<file path="config.mk">
export PLATFORM = sky130hd
export DESIGN_NAME = frame_payload_extractor
export DESIGN_NICKNAME = d
export VERILOG_FILES = /design/src/rtl/frame_payload_extractor.sv
export SDC_FILE = /design/constraint.sdc
export NUM_CORES = 1
export LEC_CHECK = 0
export BUFFER_PORTS_ARGS = -buffer_cell sky130_fd_sc_hd__buf_4
export CORE_ASPECT_RATIO = 0.8
export CORE_UTILIZATION = 56
export CTS_CLUSTER_DIAMETER = 150
export DETAILED_ROUTE_END_ITERATION = 16
export HOLD_SLACK_MARGIN = 0.08
export PLACE_DENSITY_LB_ADDON = 0.2
export SKIP_CTS_REPAIR_TIMING = 1
export SLEW_MARGIN = 10
export SYNTH_ARGS = -nofsm -noshare
export SYNTH_HDL_FRONTEND = slang
export SYNTH_SLANG_ARGS = --single-unit
</file>
<file path="constraint.sdc">
create_clock -name clk -period 3 [get_ports clk]
set_input_delay 0.45 -clock clk [delete_from_list [all_inputs] [get_ports clk]]
set_output_delay 0.45 -clock clk [all_outputs]
set_load 0.05 [all_outputs]
</file>
<file path="src/rtl/frame_payload_extractor.sv">
// Frame body parser that sits behind the AA-BB-CC sync detector: reads length, streams the
// payload with first/last markers, verifies the 8-bit additive checksum and keeps frame statistics.
module frame_payload_extractor #(
    parameter int MAX_LEN = 16,
    parameter int CNT_W   = 16
) (
    input  logic             clk,
    input  logic             rst_n,
    input  logic [7:0]       data,
    input  logic             flag,
    output logic [7:0]       out_data,
    output logic             out_valid,
    output logic             out_first,
    output logic             out_last,
    output logic             frame_ok,
    output logic             frame_err,
    output logic [1:0]       err_code,
    output logic             busy,
    output logic [CNT_W-1:0] ok_cnt,
    output logic [CNT_W-1:0] err_cnt
);

    localparam int CW = $clog2(MAX_LEN + 1);

    localparam logic [1:0] IDLE    = 2'd0;
    localparam logic [1:0] LEN     = 2'd1;
    localparam logic [1:0] PAYLOAD = 2'd2;
    localparam logic [1:0] CHK     = 2'd3;

    localparam logic [7:0]       MAX_LEN_B = 8'(MAX_LEN);
    localparam logic [CNT_W-1:0] CNT_MAX   = '1;

    logic [1:0]       state_q, state_d;
    logic [7:0]       len_q, len_d;
    logic [7:0]       sum_q, sum_d;
    logic [CW-1:0]    cnt_q, cnt_d;
    logic [7:0]       outData_q, outData_d;
    logic             outValid_q, outValid_d;
    logic             outFirst_q, outFirst_d;
    logic             outLast_q, outLast_d;
    logic             frameOk_q, frameOk_d;
    logic             frameErr_q, frameErr_d;
    logic [1:0]       errCode_q, errCode_d;
    logic [CNT_W-1:0] okCnt_q, okCnt_d;
    logic [CNT_W-1:0] errCnt_q, errCnt_d;

    always_comb begin
        state_d    = state_q;
        len_d      = len_q;
        sum_d      = sum_q;
        cnt_d      = cnt_q;
        outData_d  = outData_q;
        outValid_d = 1'b0;
        outFirst_d = 1'b0;
        outLast_d  = 1'b0;
        frameOk_d  = 1'b0;
        frameErr_d = 1'b0;
        errCode_d  = errCode_q;
        okCnt_d    = okCnt_q;
        errCnt_d   = errCnt_q;

        // flag only matters in IDLE, so sync words inside a frame body never restart parsing
        case (state_q)
            IDLE: begin
                if (flag) begin
                    state_d = LEN;
                end
            end
            LEN: begin
                if (data == 8'd0 || data > MAX_LEN_B) begin
                    frameErr_d = 1'b1;
                    errCode_d  = 2'b01;
                    errCnt_d   = (errCnt_q == CNT_MAX) ? errCnt_q : errCnt_q + 1'b1;
                    state_d    = IDLE;
                end else begin
                    len_d   = data;
                    sum_d   = data;
                    cnt_d   = '0;
                    state_d = PAYLOAD;
                end
            end
            PAYLOAD: begin
                outData_d  = data;
                outValid_d = 1'b1;
                outFirst_d = (cnt_q == '0);
                sum_d      = sum_q + data;
                cnt_d      = cnt_q + 1'b1;
                if (8'(cnt_q) == len_q - 8'd1) begin
                    outLast_d = 1'b1;
                    state_d   = CHK;
                end
            end
            default: begin
                if (data == sum_q) begin
                    frameOk_d = 1'b1;
                    errCode_d = 2'b00;
                    okCnt_d   = (okCnt_q == CNT_MAX) ? okCnt_q : okCnt_q + 1'b1;
                end else begin
                    frameErr_d = 1'b1;
                    errCode_d  = 2'b10;
                    errCnt_d   = (errCnt_q == CNT_MAX) ? errCnt_q : errCnt_q + 1'b1;
                end
                state_d = IDLE;
            end
        endcase
    end

    // A mid-frame reset drops the frame silently: no pulse and no counter update
    always_ff @(posedge clk) begin
        if (!rst_n) begin
            state_q    <= IDLE;
            len_q      <= '0;
            sum_q      <= '0;
            cnt_q      <= '0;
            outData_q  <= '0;
            outValid_q <= 1'b0;
            outFirst_q <= 1'b0;
            outLast_q  <= 1'b0;
            frameOk_q  <= 1'b0;
            frameErr_q <= 1'b0;
            errCode_q  <= '0;
            okCnt_q    <= '0;
            errCnt_q   <= '0;
        end else begin
            state_q    <= state_d;
            len_q      <= len_d;
            sum_q      <= sum_d;
            cnt_q      <= cnt_d;
            outData_q  <= outData_d;
            outValid_q <= outValid_d;
            outFirst_q <= outFirst_d;
            outLast_q  <= outLast_d;
            frameOk_q  <= frameOk_d;
            frameErr_q <= frameErr_d;
            errCode_q  <= errCode_d;
            okCnt_q    <= okCnt_d;
            errCnt_q   <= errCnt_d;
        end
    end

    assign out_data  = outData_q;
    assign out_valid = outValid_q;
    assign out_first = outFirst_q;
    assign out_last  = outLast_q;
    assign frame_ok  = frameOk_q;
    assign frame_err = frameErr_q;
    assign err_code  = errCode_q;
    assign busy      = (state_q != IDLE);
    assign ok_cnt    = okCnt_q;
    assign err_cnt   = errCnt_q;

endmodule

</file>
-- After elaboration in Yosys (flattened, before gate mapping)
Cells that the tools add are included.
- reduce and logical (&&, ||, !) cells: 16
- order comparisons: 1
- add/sub/neg operators: 5
- mux-type cells: 21
- equality and inequality tests: 11
- bitwise gates (word level): 5
- operators with widths (operator ; number):
    16-bit two-way mux ; 3
    16-bit by 1-bit adder with 16-bit output (second input constant) ; 2
    16-bit == test (second input constant) ; 2
    16-bit one-hot mux with 2 select lines ; 1
    8-bit one-hot mux with 2 select lines ; 1
    2-bit two-way mux ; 5
    5-bit one-hot mux with 2 select lines ; 1
    2-bit AND reduction ; 5
    8-bit adder ; 1
    5-bit by 8-bit == test with 1-bit output ; 1
    8-bit == test ; 1
    8-bit by 5-bit greater-than comparator with 1-bit output (second input constant) ; 1
    8-bit zero test ; 1
    8-bit two-way mux ; 1
    2-bit != test (second input constant) ; 4
    8-bit by 1-bit subtractor with 8-bit output (second input constant) ; 1
    2-bit one-hot mux with 3 select lines ; 1
    3-bit AND reduction ; 2
    5-bit by 1-bit adder with 5-bit output (second input constant) ; 1
    5-bit zero test ; 1
    1-bit two-way mux ; 5
    5-bit two-way mux ; 1
    1-bit NOT ; 5
    2-bit one-hot mux with 2 select lines ; 1
    other kinds (10) ; 11
- bits of input ports: 11
- output and inout bits: 48
- register bits: 70

-- Depth between registers and ports, before layout
- word-level depth: 4
- gate-level depth with buffers: 8
- mapped depth without buffers: 8

-- Worst setup path before layout
Ideal clock, no wire load.
- path kind: in2reg
- start point: input port data[6]
- end point: register okCnt_q[14] (netlist: ok_cnt[14])
- stages on the path: 6
- arrival: 2.186 ns
- setup slack: 0.743 ns
- data required time: 2.930 ns
- path through: ha_1 > nor4_1 > and4_1 > o2111ai_1 > or4_1 > a21oi_1
- word-level cells in the longest chain between the ends: 2
- ends and longest elaborated chain (what ; line ; source):
    start: declaration ; 9 ; input logic [7:0] data,
    8-bit == test ; 94 ; if (data == sum_q) begin
    3-bit AND reduction (no line) ; n/a ;
    end signal: assignment ; 136 ; okCnt_q <= okCnt_d;
    end: declaration ; 44 ; logic [CNT_W-1:0] okCnt_q, okCnt_d;
Every way passes these cells.
A chain may end at the register's enable or synchronous reset.

-- Final worst setup path
- start point: register sum_q[6]
- end point: register okCnt_q[14] (netlist: ok_cnt[14])
- word-level cells in the longest chain between the ends: 2
- ends and longest elaborated chain (what ; line ; source):
    start: declaration ; 35 ; logic [7:0] sum_q, sum_d;
    start signal: assignment ; 127 ; sum_q <= sum_d;
    8-bit == test ; 94 ;
    3-bit AND reduction (no line) ; n/a ;
Every way passes these cells.

==> reports/results.txt <==
Initial Util: 0.594
Internal Power: 1.30 mW
Final period util: 0.827
Cells after Synth: 444
RSZ-0062 raised after global routing: no
Clk_lat worst skew: 0.35 ns
WP data required: 3.28 ns
CP Data Arrival Time: 2.76 ns
Crit end category: register
CTS root buf: clkbuf_8
Final-report setup violation count: 0
Largest net degree at the start of global routing: 35
Post-DRT Antenna Nets: 0
Tot GR Track Use: 0.268
Core ar.: 6070 um^2
Max Cap Viol: 0
Most common cell after layout, fill and taps aside: dfxtp_1
DRC: 0
Syn avg cell area: 8.12 um^2
Cell row count: 25
Area delta synth->final: 18.1%
Worst-margin pin slew: 0.781 ns
Setup Skew: 0.00637 ns
First-pass GRT wire length: 14100 um
Clk pin slew, worst setup/hold paths: 0.07 ns
Layout cell share with drive strength beyond 1: 0.170
Yosys warns: 0
Placed cells: 566
Critical path cell sequence: ha_1, nor4_1, and4_1, o2111ai_1, or4_1, a21oi_1
Post-synth EDFFs: 0
P_leak: 1.63 nW
Post-DP HPWL: 6330 um
Top_reg_cell synth: dfxtp_1
Register area: 1400 um^2
Final TNS setup: 0 ns
CTS tree: yes
Min-delay worst type: in2reg
Peak VDD IR: 0.382 mV
Ys async rst share: 0
Routed len/inst: 15.2 um
Total gr overflow: 0
Logic pwr share: 0.067
DR vias: 3473
Initial antenna violation count: 0
Clock buffer count from CTS: 9
Seq pwr share: 0.540
Initial DRC Count: 256
Clock share of power: 0.393
Setup WS pre-CTS: 0.314 ns
Fin cells: 582
Finished Cell Area: 4260 um^2
P per Cell Area: 409 nW/um^2
H-Tree Depth: 3
Final Hold Fails: 0
Routability cong.: 0.884
Post-synth cell types: 50
Outcome: finished clean
Crit-path max FO: 10
Slew headroom: 0.477
Clock sinks: 70
Crit start category: register
Number of port buffers: 58
I/O pins: 59
Cell area after synthesis: 3600 um^2
Delay-heaviest family, CP: simple AND/OR/NAND/NOR gates
Post-Route WL: 8830 um
Vias/cell: 5.97
Die height: 73.8 um
Final worst setup slack: 0.520 ns
Critical path type: reg2reg
Tmin final: 2.48 ns
Sw Share: 0.255
Die width: 91.7 um
Die area: 6760 um^2
CP Buf/Inv Count: 0
Diodes inserted: 0
Detailed Routing Iterations Pass 1: 5
Area of the multi-input gates: 2040 um^2
Max-slew violation count: 0
Syn nets: 468
F_max: 403 MHz
Slowest-stage cell, CP: or4_1
FF+latch count, synth: 70
Number of global-route vias before repair: 2941
Switch Pwr: 0.444 mW
Share of the yosys chip area belonging to registers: 0.389
Fin nets: 520
Clock Path Buffers: 2
Placed inst area: 4080 um^2
Commonest non-fill, non-tap cells in the layout: dfxtp_1 (70), nand2_1 (64), buf_4 (63), a21oi_1 (42), nand3_1 (23)
Slowest stage delay, CP: 0.51 ns
Fill cells: 509
==> metal layers <==
layer  up-vias  track usage  share of wire
li1       1723            -              -
met1      1629        0.363           0.48
met2       104        0.416           0.45
met3        17       0.0683          0.064
met4         0       0.0935          0.014
met5         -            0              0
==> cell usage after synthesis, drive strengths merged, types with 2 or more instances <==
cell     instances  area share
a21o             2      0.0042
a21oi           42       0.058
a31oi            7       0.012
and2             5      0.0087
and3            10       0.017
and4             3      0.0073
buf              9       0.013
clkbuf          13       0.014
dfxtp           70        0.39
ha              12       0.042
inv             17       0.018
mux2i           10       0.028
nand2           64       0.067
nand2b          11       0.019
nand3           23       0.032
nand4           13       0.023
nor2            21       0.022
nor2b            2      0.0035
nor3            19       0.026
nor3b            2      0.0042
nor4             3      0.0069
o2111ai          3      0.0073
o211ai           2      0.0042
o21a             2      0.0042
o21ai           16       0.022
o31ai           12       0.025
or3             10       0.017
or4             14       0.029
xnor2            5       0.012
xor2             5       0.012
==> power groups by stage <==
stage / clock (mW) / sequential, mW / combinational [mW]
after floorplan: 0 / 0.974 / 0.0642
after global placement: 0 / 0.962 / 0.112
after detailed placement: 0 / 0.962 / 0.115
after CTS: 0.698 / 0.940 / 0.115
after global routing: 0.735 / 0.941 / 0.126
final: 0.683 / 0.941 / 0.117
==> state kept, by name (all words and copies together) (netlist names), 2 cells and up <==
register  count
err_cnt      16
state_q       2
ok_cnt       16
out_data      8
sum_q         8
len_q         8
cnt_q         5
err_code      2
==> final timing paths <==
path	from	to	slack (ns)	cells after the start
worst min-delay path	flag	state_q[0]	0.37	2
worst min register to register	out_data[0]	out_data[0]	0.46	2
worst max-delay path	sum_q[6]	ok_cnt[14]	0.52	6
worst max register to register	sum_q[6]	ok_cnt[14]	0.52	6
==> kinds of logic after synthesis <==
family,Yosys count,share of synthesized area
simple gates,202,0.287
compound gates,99,0.177
flops,70,0.389
buf+inv,39,0.0444
fa+ha+maj,13,0.0472
mux,11,0.0309
xor+xnor,10,0.0243
==> per-stage QoR <==
step                 util  total power, mW  hold slack (ns)
finish              0.701             1.74            0.368
global route        0.701             1.80            0.360
CTS                 0.701             1.75            0.357
detailed placement  0.673             1.08            0.450
global placement    0.673             1.07            0.445
floorplan               -             1.04            0.436
==> layout make-up <==
type,count,share of cell area
clock inverters,5,0.00794
clock buffers,11,0.0332
well taps,81,0.0238
multi-input cells,335,0.480
repair buffers,63,0.111
flip-flops and latches,70,0.329
inverters,17,0.0150
No activity file was read; power rests on OpenSTA's default activity.
